==> src/rtl/jtag_bridge_pkg.sv <==
// Shared types and constants for the JTAG/UART bridge mux.
// Park levels are the idle levels a target sees when it is not routed.
package jtag_bridge_pkg;

    typedef enum logic {
        StRun    = 1'b0,
        StSwitch = 1'b1
    } state_e;

    localparam logic MODE_JTAG = 1'b1;
    localparam logic MODE_UART = 1'b0;

    localparam logic PARK_TCK  = 1'b1;
    localparam logic PARK_TMS  = 1'b1;
    localparam logic PARK_TDI  = 1'b1;
    localparam logic PARK_UART = 1'b1;
    localparam logic PARK_RSTN = 1'b1;
    localparam logic PARK_TDO  = 1'b1;

    localparam int unsigned LED_GREEN = 0;
    localparam int unsigned LED_BLUE  = 1;
    localparam int unsigned LED_RED   = 2;

endpackage

==> src/rtl/pulse_stretch.sv <==
// Retriggerable pulse stretcher: each input pulse reloads a down-counter and
// the output stays high while the counter is nonzero.
module pulse_stretch #(
    parameter int unsigned STRETCH_CYC = 2400000
) (
    input  logic clk,
    input  logic rst,
    input  logic pulse,
    output logic active
);

    localparam int unsigned CntW = $clog2(STRETCH_CYC + 1);
    localparam logic [CntW-1:0] CntLoad = CntW'(STRETCH_CYC);

    logic [CntW-1:0] cnt_q;

    always_ff @(posedge clk) begin
        if (rst) begin
            cnt_q <= '0;
        end else if (pulse) begin
            cnt_q <= CntLoad;
        end else if (cnt_q != '0) begin
            cnt_q <= cnt_q - 1'b1;
        end
    end

    assign active = (cnt_q != '0);

endmodule

==> src/rtl/jtag_uart_bridge_mux.sv <==
// Routes one host JTAG/UART port to one of NUM_TGT target headers. Mode and
// target changes are applied only once the host has been quiet for IDLE_CYC.
module jtag_uart_bridge_mux
    import jtag_bridge_pkg::*;
#(
    parameter int unsigned NUM_TGT      = 2,
    parameter int unsigned SEL_W        = (NUM_TGT > 1) ? $clog2(NUM_TGT) : 1,
    parameter int unsigned DEBOUNCE_CYC = 4096,
    parameter int unsigned IDLE_CYC     = 256,
    parameter int unsigned STRETCH_CYC  = 2400000
) (
    input  logic               clk,
    input  logic               rst,
    input  logic               host_tck,
    input  logic               host_tms,
    input  logic               host_tdi,
    output logic               host_tdo,
    input  logic               host_uart_tx,
    output logic               host_uart_rx,
    input  logic               mode_jumper,
    input  logic [SEL_W-1:0]   tgt_sel,
    output logic [NUM_TGT-1:0] tgt_tck,
    output logic [NUM_TGT-1:0] tgt_tms,
    output logic [NUM_TGT-1:0] tgt_tdi,
    input  logic [NUM_TGT-1:0] tgt_tdo,
    output logic [NUM_TGT-1:0] tgt_rstn,
    output logic [NUM_TGT-1:0] tgt_uart_rx,
    input  logic [NUM_TGT-1:0] tgt_uart_tx,
    output logic [SEL_W-1:0]   cur_tgt,
    output logic               cur_mode,
    output logic               switching,
    output logic               sel_err,
    output logic [2:0]         led_pwm
);

    localparam int unsigned DebW  = $clog2(DEBOUNCE_CYC + 1);
    localparam int unsigned IdleW = $clog2(IDLE_CYC + 1);
    localparam logic [DebW-1:0]  DebLast  = DebW'(DEBOUNCE_CYC - 1);
    localparam logic [IdleW-1:0] IdleLast = IdleW'(IDLE_CYC - 1);

    // Synchronisers; bit 2 holds the previous synchronised value for edge detect.
    logic [2:0] tck_sync_q;
    logic [2:0] uart_sync_q;
    logic [1:0] jumper_sync_q;
    logic       tck_edge;
    logic       uart_edge;
    logic       host_edge;

    always_ff @(posedge clk) begin
        if (rst) begin
            tck_sync_q    <= '1;
            uart_sync_q   <= '1;
            jumper_sync_q <= {2{MODE_JTAG}};
        end else begin
            tck_sync_q    <= {tck_sync_q[1:0], host_tck};
            uart_sync_q   <= {uart_sync_q[1:0], host_uart_tx};
            jumper_sync_q <= {jumper_sync_q[0], mode_jumper};
        end
    end

    assign tck_edge  = tck_sync_q[2] ^ tck_sync_q[1];
    assign uart_edge = uart_sync_q[2] ^ uart_sync_q[1];
    assign host_edge = tck_edge | uart_edge;

    // Jumper debounce: any return to the accepted value restarts the count.
    logic            mode_q;
    logic [DebW-1:0] deb_cnt_q;

    always_ff @(posedge clk) begin
        if (rst) begin
            mode_q    <= MODE_JTAG;
            deb_cnt_q <= '0;
        end else if (jumper_sync_q[1] == mode_q) begin
            deb_cnt_q <= '0;
        end else if (deb_cnt_q == DebLast) begin
            mode_q    <= jumper_sync_q[1];
            deb_cnt_q <= '0;
        end else begin
            deb_cnt_q <= deb_cnt_q + 1'b1;
        end
    end

    // Out-of-range selects fall back to the last valid request.
    logic             sel_valid;
    logic [SEL_W-1:0] req_tgt;
    logic [SEL_W-1:0] req_tgt_q;
    logic             sel_err_q;

    assign sel_valid = (32'(tgt_sel) < NUM_TGT);
    assign req_tgt   = sel_valid ? tgt_sel : req_tgt_q;

    always_ff @(posedge clk) begin
        if (rst) begin
            req_tgt_q <= '0;
            sel_err_q <= 1'b0;
        end else begin
            req_tgt_q <= req_tgt;
            if (!sel_valid) begin
                sel_err_q <= 1'b1;
            end
        end
    end

    // Reconfiguration FSM.
    state_e           state_q;
    logic [SEL_W-1:0] cur_tgt_q;
    logic             cur_mode_q;
    logic             switching_q;
    logic [IdleW-1:0] idle_cnt_q;
    logic             req_differs;

    assign req_differs = (req_tgt != cur_tgt_q) || (mode_q != cur_mode_q);

    always_ff @(posedge clk) begin
        if (rst) begin
            state_q     <= StRun;
            cur_tgt_q   <= '0;
            cur_mode_q  <= MODE_JTAG;
            switching_q <= 1'b0;
            idle_cnt_q  <= '0;
        end else begin
            unique case (state_q)
                StRun: begin
                    if (req_differs) begin
                        state_q     <= StSwitch;
                        switching_q <= 1'b1;
                        idle_cnt_q  <= '0;
                    end
                end
                StSwitch: begin
                    if (host_edge) begin
                        idle_cnt_q <= '0;
                    end else if (idle_cnt_q == IdleLast) begin
                        cur_tgt_q   <= req_tgt;
                        cur_mode_q  <= mode_q;
                        state_q     <= StRun;
                        switching_q <= 1'b0;
                    end else begin
                        idle_cnt_q <= idle_cnt_q + 1'b1;
                    end
                end
                default: begin
                    state_q     <= StRun;
                    switching_q <= 1'b0;
                end
            endcase
        end
    end

    // Zero-latency data path; everything parks while a switch is pending.
    logic routed_run;
    assign routed_run = (state_q == StRun);

    always_comb begin
        tgt_tck      = {NUM_TGT{PARK_TCK}};
        tgt_tms      = {NUM_TGT{PARK_TMS}};
        tgt_tdi      = {NUM_TGT{PARK_TDI}};
        tgt_uart_rx  = {NUM_TGT{PARK_UART}};
        host_tdo     = PARK_TDO;
        host_uart_rx = PARK_UART;
        for (int i = 0; i < int'(NUM_TGT); i++) begin
            if (routed_run && (cur_tgt_q == SEL_W'(i))) begin
                if (cur_mode_q == MODE_JTAG) begin
                    tgt_tck[i] = host_tck;
                    tgt_tms[i] = host_tms;
                    tgt_tdi[i] = host_tdi;
                    host_tdo   = tgt_tdo[i];
                end else begin
                    tgt_uart_rx[i] = host_uart_tx;
                    host_uart_rx   = tgt_uart_tx[i];
                end
            end
        end
    end

    assign tgt_rstn = {NUM_TGT{PARK_RSTN}};

    // Activity LEDs.
    logic green_on;
    logic blue_on;

    pulse_stretch #(
        .STRETCH_CYC(STRETCH_CYC)
    ) u_green_stretch (
        .clk   (clk),
        .rst   (rst),
        .pulse (tck_edge & (cur_mode_q == MODE_JTAG)),
        .active(green_on)
    );

    pulse_stretch #(
        .STRETCH_CYC(STRETCH_CYC)
    ) u_blue_stretch (
        .clk   (clk),
        .rst   (rst),
        .pulse (uart_edge & (cur_mode_q == MODE_UART)),
        .active(blue_on)
    );

    always_comb begin
        led_pwm            = '0;
        led_pwm[LED_GREEN] = green_on;
        led_pwm[LED_BLUE]  = blue_on;
        led_pwm[LED_RED]   = switching_q | sel_err_q;
    end

    assign cur_tgt   = cur_tgt_q;
    assign cur_mode  = cur_mode_q;
    assign switching = switching_q;
    assign sel_err   = sel_err_q;

endmodule

==> config.mk <==
export PLATFORM = sky130hd
export DESIGN_NAME = jtag_uart_bridge_mux
export DESIGN_NICKNAME = d
export VERILOG_FILES = /design/src/rtl/jtag_bridge_pkg.sv /design/src/rtl/pulse_stretch.sv /design/src/rtl/jtag_uart_bridge_mux.sv
export SDC_FILE = /design/constraint.sdc
export NUM_CORES = 1
export LEC_CHECK = 0
export BUFFER_PORTS_ARGS = -buffer_cell sky130_fd_sc_hd__buf_2
export CAP_MARGIN = 20
export CORE_MARGIN = 2
export CORE_UTILIZATION = 52
export CTS_CLUSTER_DIAMETER = 50
export CTS_CLUSTER_SIZE = 16
export DETAILED_ROUTE_END_ITERATION = 8
export GPL_TIMING_DRIVEN = 0
export HOLD_SLACK_MARGIN = 0.05
export PLACE_DENSITY = 0.74
export SLEW_MARGIN = 20
export SYNTH_ARGS = -nofsm -noshare
export SYNTH_HDL_FRONTEND = slang
export SYNTH_SLANG_ARGS = --single-unit
==> constraint.sdc <==
create_clock -name clk -period 2.1 [get_ports clk]
set_input_delay 0.42 -clock clk [delete_from_list [all_inputs] [get_ports clk]]
set_output_delay 0.42 -clock clk [all_outputs]
set_load 0.01 [all_outputs]
==> results by group, run 1 <==
Logic synthesis
  • Synth cell count leaders: dfxtp_1 (79), nor2_1 (53), nand2_1 (29)
  • Leading area contributor after synthesis: dfxtp_1
  • Most common cell in the netlist: dfxtp_1
  • Sequential share of the synthesized area: 42.06%
  • Flops & latches, synth: 79
  • Cells after synthesis: ~440
  • Cell Area, Synth: 3760 sq um
  • Area contributors post-synth: dfxtp_1 (42%), xor2_1 (5.6%), nor2_1 (5.3%), xnor2_1 (3.3%), a21oi_1 (3.2%)
  • Yosys warns: 0
  • Avg Cell Area, Syn: 8.643 sq um
  • Top_reg_cell synth: dfxtp_1
  • Share of the synthesized area in the top cell type: 42.06%
  • Async S/R FF share, synth: 0%
  • Post-synth cell types: 48
  • Post-synth EDFFs: 0

Clock tree
  • Post-cts hold buffer count: 0
  • CTS tree: done
  • Number of CTS-inserted buffers: 9
  • H-tree levels: 3
  • CTS root buffer: clkbuf_8
  • Clk_lat worst skew: 0.35 ns
  • CTS Sinks: just under 80
  • CTS Buffer Depth: 2
  • Clk pin slew, worst setup/hold paths: around 0.080 ns

Global routing
  • Largest net degree at the start of global routing: 15
  • Total gr overflow: 0
  • Vias in the first global route: about 3100
  • Global-route wire length before repair: 13680 um
  • Antenna violations before repair: 0
  • All-Layer GR Usage: 21.81%

Status
  • Status: finished with violations
  • Failing checks: setup timing

Final layout
  • Net count, final: 510
  • Diodes inserted: 0
  • Fill count: 544
  • Share of layout cells above drive strength 1: 27.02%
  • Synthesis-to-layout area growth: 24.46%
  • Layout Cells excl Fill: 592

Detailed routing
  • DR vias/cell: ~5.6
  • Drt total wl: ~8400 um
  • Vias: about 3300
  • Routed len/inst: 14.17 um
  • DR iter-0 viols: 189
  • Residual DRC: 0
  • Post-route ant nets: 0
  • Drt pass-1 iters: 4

Power
  • Worst VDD drop: 0.6293 mV
  • Pleak: between 1.5 and 2 nW
  • Pwr Density: between 1500 and 2000 nW/um^2

Setup path
  • CP Max Fanout: 3
  • Worst R2R Path Depth: 6
  • Data arrival, critical path: 1.89 ns
  • Crit path required time: 1.68 ns
  • CP Launch Type: flop
  • Reg-to-Reg End: u_green_stretch.cnt_q[21]
  • WS Path Type: flop to primary output
  • RR Startpoint: u_green_stretch.cnt_q[4]
  • Flop2flop setup slack: -0.12 ns
  • Crit. End Element: primary output

Timing
  • Final setup fails: 3
  • Slack of the critical path: -0.2119 ns
  • RSZ-0062 raised after global routing: yes
  • Worst slew pin tran: roughly 1 ns
  • Final Hold Viols: 0
  • Max-slew headroom: about 34%
  • Final max-slew violation count: 0
  • Fin crit share: 110.1%
  • Minimum clock period: between 2 and 2.5 ns
  • Clock Skew: 0.009948 ns
  • Fmax: 432.5 MHz
  • Fin Setup TNS: -0.5366 ns

Hold path
  • Hold path depth: 2
  • Hold crit path type: primary input to flop
  • HP Start: mode_jumper
  • Hold path endpoint: jumper_sync_q[0]

Placed design
  • Buffers on Ports: 26
  • GP Congestion: 0.8192
  • Placed insts: approximately 560
  • DP Wirelength: 5311 um

Floorplan
  • IO Pins: 31
  • Initial Util: 54.44%
  • Die W: approximately 89 um
  • Core region area: 6907 sq um
  • Cell Rows: 30
  • Die ar.: a little under 8000 sq um
  • Die Y: 89.03 um

Run
  • Max Cap Viol: 0
layout by cell type (no fill, tap or decap), types with 6 or more instances in the layout:
cell type	instances
dfxtp_1	68
nor2_1	52
nand2_1	27
buf_4	26
buf_2	26
xor2_1	24
a21oi_1	22
nand3_1	17
xnor2_1	14
nand4_1	12
clkbuf_1	11
or2_2	11
inv_1	10
nor3_1	10
o21ai_0	9
clkbuf_8	9
dfxtp_2	9
mux2i_1	8
or3_1	8
nand3b_1	7
a31oi_1	6
kinds of logic (layout without fill, tap and decap cells):
family	count (synthesis)	in the layout	synth area share, %
and+or+nand+nor	203	203	29.45
DFF	79	79	42.06
AOI/OAI and AO/OA	65	65	10.85
xor gates and xnor gates	38	38	8.852
buffers and inverters	32	92	3.827
muxes	9	9	2.429
adders and majority gates	7	7	2.329
other	2	3	0.1997
metal layers:
| layer | global-route usage, % | vias up | part of all wire [%] |
|---|---|---|---|
| met3 | 2.955 | 6 | 4.1 |
| met1 | 28.64 | 1575 | 46 |
| met5 | 0 | - | 0 |
| met4 | 8.684 | 0 | 0.86 |
| met2 | 36.50 | 66 | 49 |
| li1 | - | 1659 | - |
critical path, stage by stage (launching register included):
cell and delay, ns:
dfxtp_2 0.33, or4_4 0.55, nor4b_4 0.30, nand4_1 0.18, buf_2 0.18
stage by stage:
stage               setup slack [ns]  total power, mW  area [sq um]  hold WS [ns]  utilization [%]
finish                       -0.2119            7.148          4679        0.2538            67.75
global route                 -0.2840            7.602          4679        0.2577            67.75
CTS                          -0.3218            6.609          4497        0.2475            65.11
detailed placement           -0.3766            4.780          4033        0.4005            58.39
global placement             -0.3505            4.699          4033        0.3911            58.39
floorplan                   -0.01378            4.267          3782        0.3895                -
worst max path at each step:
stage	start	endpoint	slack, ns	cells past startpoint
floorplan	u_blue_stretch.cnt_q[9]	led_pwm[1]	-0.01	4
global placement	u_green_stretch.cnt_q[16]	led_pwm[0]	-0.35	5
detailed placement	u_green_stretch.cnt_q[16]	led_pwm[0]	-0.38	5
CTS	u_blue_stretch.cnt_q[5]	led_pwm[1]	-0.32	5
global route	u_blue_stretch.cnt_q[12]	led_pwm[1]	-0.28	4
finish	u_blue_stretch.cnt_q[12]	led_pwm[1]	-0.21	4
layout make-up:
type | count | area [sq um] | share of cell area [%]
buffer | 16 | 83.83 | 1.791
clock buffer | 10 | 127.6 | 2.727
clock inverter | 6 | 92.59 | 1.979
inverter | 10 | 37.54 | 0.8021
multi-input combinational | 325 | 2287 | 48.88
sequential | 79 | 1600 | 34.20
tap | 96 | 120.1 | 2.567
timing repair buffer | 50 | 330.3 | 7.059
power breakdown:
part           total [mW]  switching (mW)  internal [mW]
Combinational        3.63            1.84           1.79
Sequential           2.27           0.406           1.86
Clock                1.25           0.576          0.676
Total                7.15            2.82           4.33
flip-flops by register name (all words and copies together) (netlist names):
register and flops:
u_blue_stretch.cnt_q 22, deb_cnt_q 13, cur_tgt 1, idle_cnt_q 9, mode_q 1, cur_mode 1, switching 1, state_q 1
u_green_stretch.cnt_q 22, jumper_sync_q 2, uart_sync_q 3, tck_sync_q 3
what timing repair did:
action,4_1_cts,5_1_grt
endpoints found under the setup margin,36,57
hold endpoints to repair,0,0
buffers inserted,16,9
gates resized for setup,34,38
pin swaps,15,18
Note: power is estimated with default switching activity, not from simulation.
==> run 2, diff against run 1 <==
--- a/constraint.sdc
+++ b/constraint.sdc
@@ -3,2 +3,2 @@
 set_output_delay 0.42 -clock clk [all_outputs]
-set_load 0.01 [all_outputs]
+set_load 0.02 [all_outputs]
==> run 2 against run 1 <==
Net effect: the run still ends with setup timing left; non-clock buffer count unchanged; critical path depth unchanged; worst setup slack worse by 0.074 ns; global-route usage down 0.13 points; cell count unchanged; flip-flop and latch count unchanged; die area unchanged; first-iteration DRC count up 0.53%; combinational power down 4%; sequential power about the same; highest routed layer unchanged.
==> results by group, run 2 (same netlist as run 1, synthesis figures left out) <==
Status
  • Status: finished with violations (unchanged)
  • Failing checks: setup timing (unchanged)

Timing
  • Final setup fails: 2 (was 3)
  • Hold slack final: 0.2391 ns (was 0.2538 ns)
  • RSZ-0062 raised after global routing: yes (unchanged)
  • Final max-slew violation count: 0 (unchanged)
  • Max-slew headroom: 28.89% (was 33.93%)
  • Minimum clock period: 2.386 ns (was 2.312 ns)
  • Worst slew pin tran: 1.058 ns (was 0.9829 ns)
  • Fmax: 419.1 MHz (was 432.5 MHz)
  • Fin crit share: 113.6% (was 110.1%)
  • Slack of the critical path: -0.2863 ns (was -0.2119 ns)
  • Final Hold Viols: 0 (unchanged)
  • Clock Skew: 0.007581 ns (was 0.009948 ns)

Detailed routing
  • Vias: 3351 (was 3306)
  • Drt total wl: 8506 um (was 8387 um)
  • DR vias/cell: 5.660 (was 5.584)
  • Routed len/inst: 14.37 um (was 14.17 um)
  • Residual DRC: 0 (unchanged)
  • Post-route ant nets: 0 (unchanged)
  • Drt pass-1 iters: 5 (was 4)
  • DR iter-0 viols: 190 (was 189)

Global routing
  • Antenna violations before repair: 0 (unchanged)
  • Largest net degree at the start of global routing: 14 (was 15)
  • All-Layer GR Usage: 21.68% (was 21.81%)
  • Global-route wire length before repair: 13500 um (was 13680 um)
  • Vias in the first global route: 3026 (was 3069)
  • Total gr overflow: 0 (unchanged)

Clock tree
  • CTS Sinks: 79 (unchanged)
  • Clk pin slew, worst setup/hold paths: 0.08 ns (about the same)
  • CTS Buffer Depth: 2 (unchanged)
  • CTS tree: done (unchanged)
  • Number of CTS-inserted buffers: 9 (unchanged)
  • Clk_lat worst skew: 0.36 ns (was 0.35 ns)
  • Post-cts hold buffer count: 0 (unchanged)
  • H-tree levels: 3 (unchanged)
  • CTS root buffer: clkbuf_8 (unchanged)

Placed design
  • GP Congestion: 0.7896 (was 0.8192)
  • Buffers on Ports: 26 (unchanged)
  • DP Wirelength: 5387 um (was 5311 um)
  • Post-DP Area: 4043 sq um (was 4033 sq um)
  • Placed insts: 558 (unchanged)

Floorplan
  • IO Pins: 31 (unchanged)
  • Die Y: 89.03 um (unchanged)
  • Die W: 89.03 um (unchanged)
  • Initial Util: 54.44% (unchanged)
  • Cell Rows: 30 (unchanged)
  • Die ar.: 7926 sq um (unchanged)
  • Core region area: 6907 sq um (unchanged)

Setup path
  • Crit path max-delay cell type: or4_4 (unchanged)
  • Worst Path Buf+Inv: 1 (unchanged)
  • CP peak stage delay: 0.59 ns (was 0.55 ns)
  • Crit path required time: 1.68 ns (about the same)
  • Cell family with most CP delay: simple AND/OR/NAND/NOR gates (unchanged)
  • Data arrival, critical path: 1.97 ns (was 1.89 ns)
  • CP Max Fanout: 7 (was 3)
  • CP Launch Type: flop (unchanged)
  • WS Path Type: flop to primary output (unchanged)
  • Worst path cell trace: or4_4 > or2_4 > nand4b_1 > buf_4 (was or4_4 > nor4b_4 > nand4_1 > buf_2)
  • Crit. End Element: primary output (unchanged)

Final layout
  • Most common cell after layout, fill and taps aside: dfxtp_1 (unchanged)
  • Diodes inserted: 0 (unchanged)
  • Fill count: 558 (was 544)
  • Synthesis-to-layout area growth: 24.13% (was 24.46%)
  • Layout Cells excl Fill: 592 (unchanged)
  • Final instance area: 4667 sq um (was 4679 sq um)
  • Util after Layout: 67.57% (was 67.75%)
  • Share of layout cells above drive strength 1: 26.01% (was 27.02%)
  • Net count, final: 510 (unchanged)
  • Commonest cells after routing, fill and taps aside: dfxtp_1 (69), nor2_1 (52), buf_4 (28) (was dfxtp_1 (68), nor2_1 (52), nand2_1 (27))
  • Largest registers: u_blue_stretch.cnt_q: 22 flops, u_green_stretch.cnt_q: 22 flops, deb_cnt_q: 13 flops (unchanged)

Power
  • Pwr Density: 1525 nW/um^2 (was 1528 nW/um^2)
  • Worst VDD drop: 0.5875 mV (was 0.6293 mV)
  • Pleak: 1.808 nW (was 1.795 nW)
  • Power, Total: 7.119 mW (was 7.148 mW)

Run
  • Max Cap Viol: 0 (unchanged)

Hold path
  • Hold crit path type: primary input to flop (unchanged)
-- run 2: cell types whose count changed in the layout (fill, tap and decap cells not counted), sizes merged --
cell	previous run	this run
inv	11	10
buf	55	54
clkbuf	21	23
clkinvlp	2	1
bufinv	2	3
-- run 2: cell type report --
| cell class | instances | area [sq um] | share of cell area (%) |
|---|---|---|---|
| sequential | 79 | 1594 | 34.16 |
| tap | 96 | 120.1 | 2.574 |
| clock buffer | 11 | 131.4 | 2.815 |
| clock inverter | 5 | 106.4 | 2.279 |
| inverter | 10 | 37.54 | 0.8043 |
| buffer | 17 | 88.84 | 1.903 |
| multi-input combinational | 325 | 2268 | 48.61 |
| timing repair buffer | 49 | 320.3 | 6.863 |
-- run 2: repair_timing --
| item | in CTS | in global routing |
|---|---|---|
| pin swaps | 5 | 14 |
| gates cloned | 0 | 0 |
| setup endpoints to repair | 36 | 57 |
| resized for setup | 30 | 37 |
| buffers inserted | 10 | 14 |
-- run 2: worst paths after layout --
path	cells after the start	end	from	slack [ns]
hold reg to reg	1	uart_sync_q[1]	uart_sync_q[0]	0.41
setup / recovery	4	led_pwm[0]	u_green_stretch.cnt_q[6]	-0.29
hold / removal	2	jumper_sync_q[0]	mode_jumper	0.24
setup reg to reg	5	u_green_stretch.cnt_q[9]	u_green_stretch.cnt_q[6]	0.01
-- run 2: layer usage --
layer,part of all wire [%],routed length (um),track usage [%]
met4,2.1,182,9.227
met5,0,0,0
met2,49,4140,35.62
met3,4.8,407,5.078
met1,44,3776,27.40
-- run 2: report_power, final --
group,internal (mW),switching [mW]
Combinational,1.69,1.81
Sequential,1.85,0.411
Clock,0.792,0.562
-- run 2: stage by stage --
| step | setup WS [ns] | setup TNS (ns) |
|---|---|---|
| floorplan | -0.02532 | -0.02532 |
| global placement | -0.3976 | -2.376 |
| detailed placement | -0.4124 | -3.872 |
| CTS | -0.3370 | -0.6711 |
| global route | -0.3446 | -0.9234 |
| finish | -0.2863 | -0.5359 |
==> run 3, diff against run 2 <==
Settings changed: CORE_UTILIZATION 52 to 50, PLACE_DENSITY 0.74 to 0.71.
==> run 3 against run 2 <==
Net effect: the run still ends with setup timing left; cell count rose by 0.34%; non-clock buffer count fell by 1; worst hold slack improved by 0.0051 ns; via count fell by 2.3%; die area rose by 3.8%; largest power group unchanged.
==> results by group, run 3 (same netlist as run 1, synthesis figures left out) <==
Status
  • Status: finished with violations (unchanged)
  • Failing checks: setup timing (unchanged)

Timing
  • Worst slew pin tran: 0.9461 ns (was 1.058 ns)
  • Fmax: 430.2 MHz (was 419.1 MHz)
  • Clock Skew: 0.005309 ns (was 0.007581 ns)
  • Fin Setup TNS: -0.5309 ns (was -0.5359 ns)
  • Final setup fails: 5 (was 2)
  • Minimum clock period: 2.325 ns (was 2.386 ns)
  • Max-slew headroom: 36.40% (was 28.89%)
  • Slack of the critical path: -0.2245 ns (was -0.2863 ns)
  • Hold slack final: 0.2442 ns (was 0.2391 ns)
  • Final max-slew violation count: 0 (unchanged)
  • Final Hold Viols: 0 (unchanged)
  • Fin crit share: 110.7% (was 113.6%)
  • RSZ-0062 raised after global routing: yes (unchanged)

Setup path
  • Worst path cell trace: or4_4 > or2_4 > nand4b_1 > buf_4 (unchanged)
  • Crit path max-delay cell type: or4_4 (unchanged)
  • Data arrival, critical path: 1.90 ns (was 1.97 ns)
  • CP Max Fanout: 2 (was 7)
  • CP peak stage delay: 0.55 ns (was 0.59 ns)
  • Cell family with most CP delay: simple AND/OR/NAND/NOR gates (unchanged)
  • CP Launch Type: flop (unchanged)
  • Worst Path Buf+Inv: 1 (unchanged)
  • Crit path required time: 1.68 ns (about the same)
  • WS Path Type: flop to primary output (unchanged)
  • Crit. End Element: primary output (unchanged)

Power
  • Pwr Density: 1476 nW/um^2 (was 1525 nW/um^2)
  • Pleak: 1.768 nW (was 1.808 nW)
  • Worst VDD drop: 0.5541 mV (was 0.5875 mV)

Final layout
  • Share of layout cells above drive strength 1: 25.45% (was 26.01%)
  • Util after Layout: 63.58% (was 67.57%)
  • Synthesis-to-layout area growth: 22.66% (was 24.13%)
  • Most common cell after layout, fill and taps aside: dfxtp_1 (unchanged)
  • Net count, final: 509 (was 510)
  • Multi-input logic area: 2266 sq um (was 2268 sq um)
  • Fill count: 612 (was 558)
  • Diodes inserted: 0 (unchanged)
  • Largest registers: u_blue_stretch.cnt_q: 22 flops, u_green_stretch.cnt_q: 22 flops, deb_cnt_q: 13 flops (unchanged)
  • Register Area: 1598 sq um (was 1594 sq um)
  • Commonest cells after routing, fill and taps aside: dfxtp_1 (70), nor2_1 (52), buf_4 (28) (was dfxtp_1 (69), nor2_1 (52), buf_4 (28))

Clock tree
  • Clk_lat worst skew: 0.35 ns (was 0.36 ns)
  • Number of CTS-inserted buffers: 9 (unchanged)
  • Clk pin slew, worst setup/hold paths: 0.08 ns (about the same)
  • H-tree levels: 3 (unchanged)
  • CTS tree: done (unchanged)
  • Post-cts hold buffer count: 0 (unchanged)
  • CTS Buffer Depth: 2 (unchanged)
  • CTS root buffer: clkbuf_8 (unchanged)
  • CTS Sinks: 79 (unchanged)

Run
  • Max Cap Viol: 0 (unchanged)

Hold path
  • Hold crit path type: primary input to flop (unchanged)

Placed design
  • DP Wirelength: 5283 um (was 5387 um)
  • GP Congestion: 0.8070 (was 0.7896)
  • Buffers on Ports: 26 (unchanged)

Detailed routing
  • Vias: 3274 (was 3351)
  • Drt pass-1 iters: 4 (was 5)
  • Routed len/inst: 13.59 um (was 14.37 um)
  • Post-route ant nets: 0 (unchanged)
  • Drt total wl: 8071 um (was 8506 um)
  • DR vias/cell: 5.512 (was 5.660)
  • Residual DRC: 0 (unchanged)
  • DR iter-0 viols: 241 (was 190)

Floorplan
  • Core region area: 7253 sq um (was 6907 sq um)
  • Die ar.: 8229 sq um (was 7926 sq um)
  • Die Y: 90.72 um (was 89.03 um)
  • Die W: 90.72 um (was 89.03 um)
  • IO Pins: 31 (unchanged)
  • Initial Util: 51.84% (was 54.44%)
  • Cell Rows: 31 (was 30)

Global routing
  • All-Layer GR Usage: 19.84% (was 21.68%)
  • Vias in the first global route: 3096 (was 3026)
  • Total gr overflow: 0 (unchanged)
  • Antenna violations before repair: 0 (unchanged)
  • Largest net degree at the start of global routing: 15 (was 14)
  • Global-route wire length before repair: 13460 um (was 13500 um)
-- run 3: power by group --
group	switching (mW)	internal, mW	total [mW]	leakage (nW)
logic	1.78	1.65	3.43	1.03
clock network	0.569	0.555	1.12	0.0927
registers	0.406	1.85	2.26	0.650
-- run 3: final cells by class --
| type | count | share of cell area [%] |
|---|---|---|
| plain buffers | 16 | 1.655 |
| clock buffers | 10 | 2.767 |
| clock inverters | 6 | 1.546 |
| inverters | 10 | 0.8139 |
| multi-input cells | 325 | 49.13 |
| flip-flops and latches | 79 | 34.64 |
| well taps | 99 | 2.686 |
| repair buffers | 49 | 6.755 |
-- run 3: stage by stage --
stage          instances  total power, mW  setup slack, ns  area (sq um)
2_1_floorplan        436            4.344         -0.02532          3792
3_3_place_gp         561            4.800          -0.4654          4046
3_5_place_dp         561            4.868          -0.5029          4046
4_1_cts              589            6.430          -0.3011          4443
5_1_grt              594            7.278          -0.2800          4612
6_report             594            6.806          -0.2245          4612
-- run 3: metal layers --
metal / global-route usage [%] / wire [um] / up-vias
li1: - / - / 1656
met1: 24.63 / 3712 / 1539
met2: 33.46 / 3900 / 68
met3: 3.339 / 329 / 11
met4: 9.359 / 128 / 0
met5: 0 / 0 / -
-- run 3: final timing paths --
check	start	to	slack, ns	depth (start not counted)
max	u_green_stretch.cnt_q[4]	led_pwm[0]	-0.22	4
min reg2reg	tck_sync_q[0]	tck_sync_q[1]	0.41	1
min	mode_jumper	jumper_sync_q[0]	0.24	2
max reg2reg	u_blue_stretch.cnt_q[0]	u_blue_stretch.cnt_q[12]	-0.06	7
-- run 3: repair_timing --
action	CTS	global route
endpoints found under the setup margin	38	53
gates cloned	0	0
resized for setup	25	33
pin swaps	8	12
buffers inserted	16	9
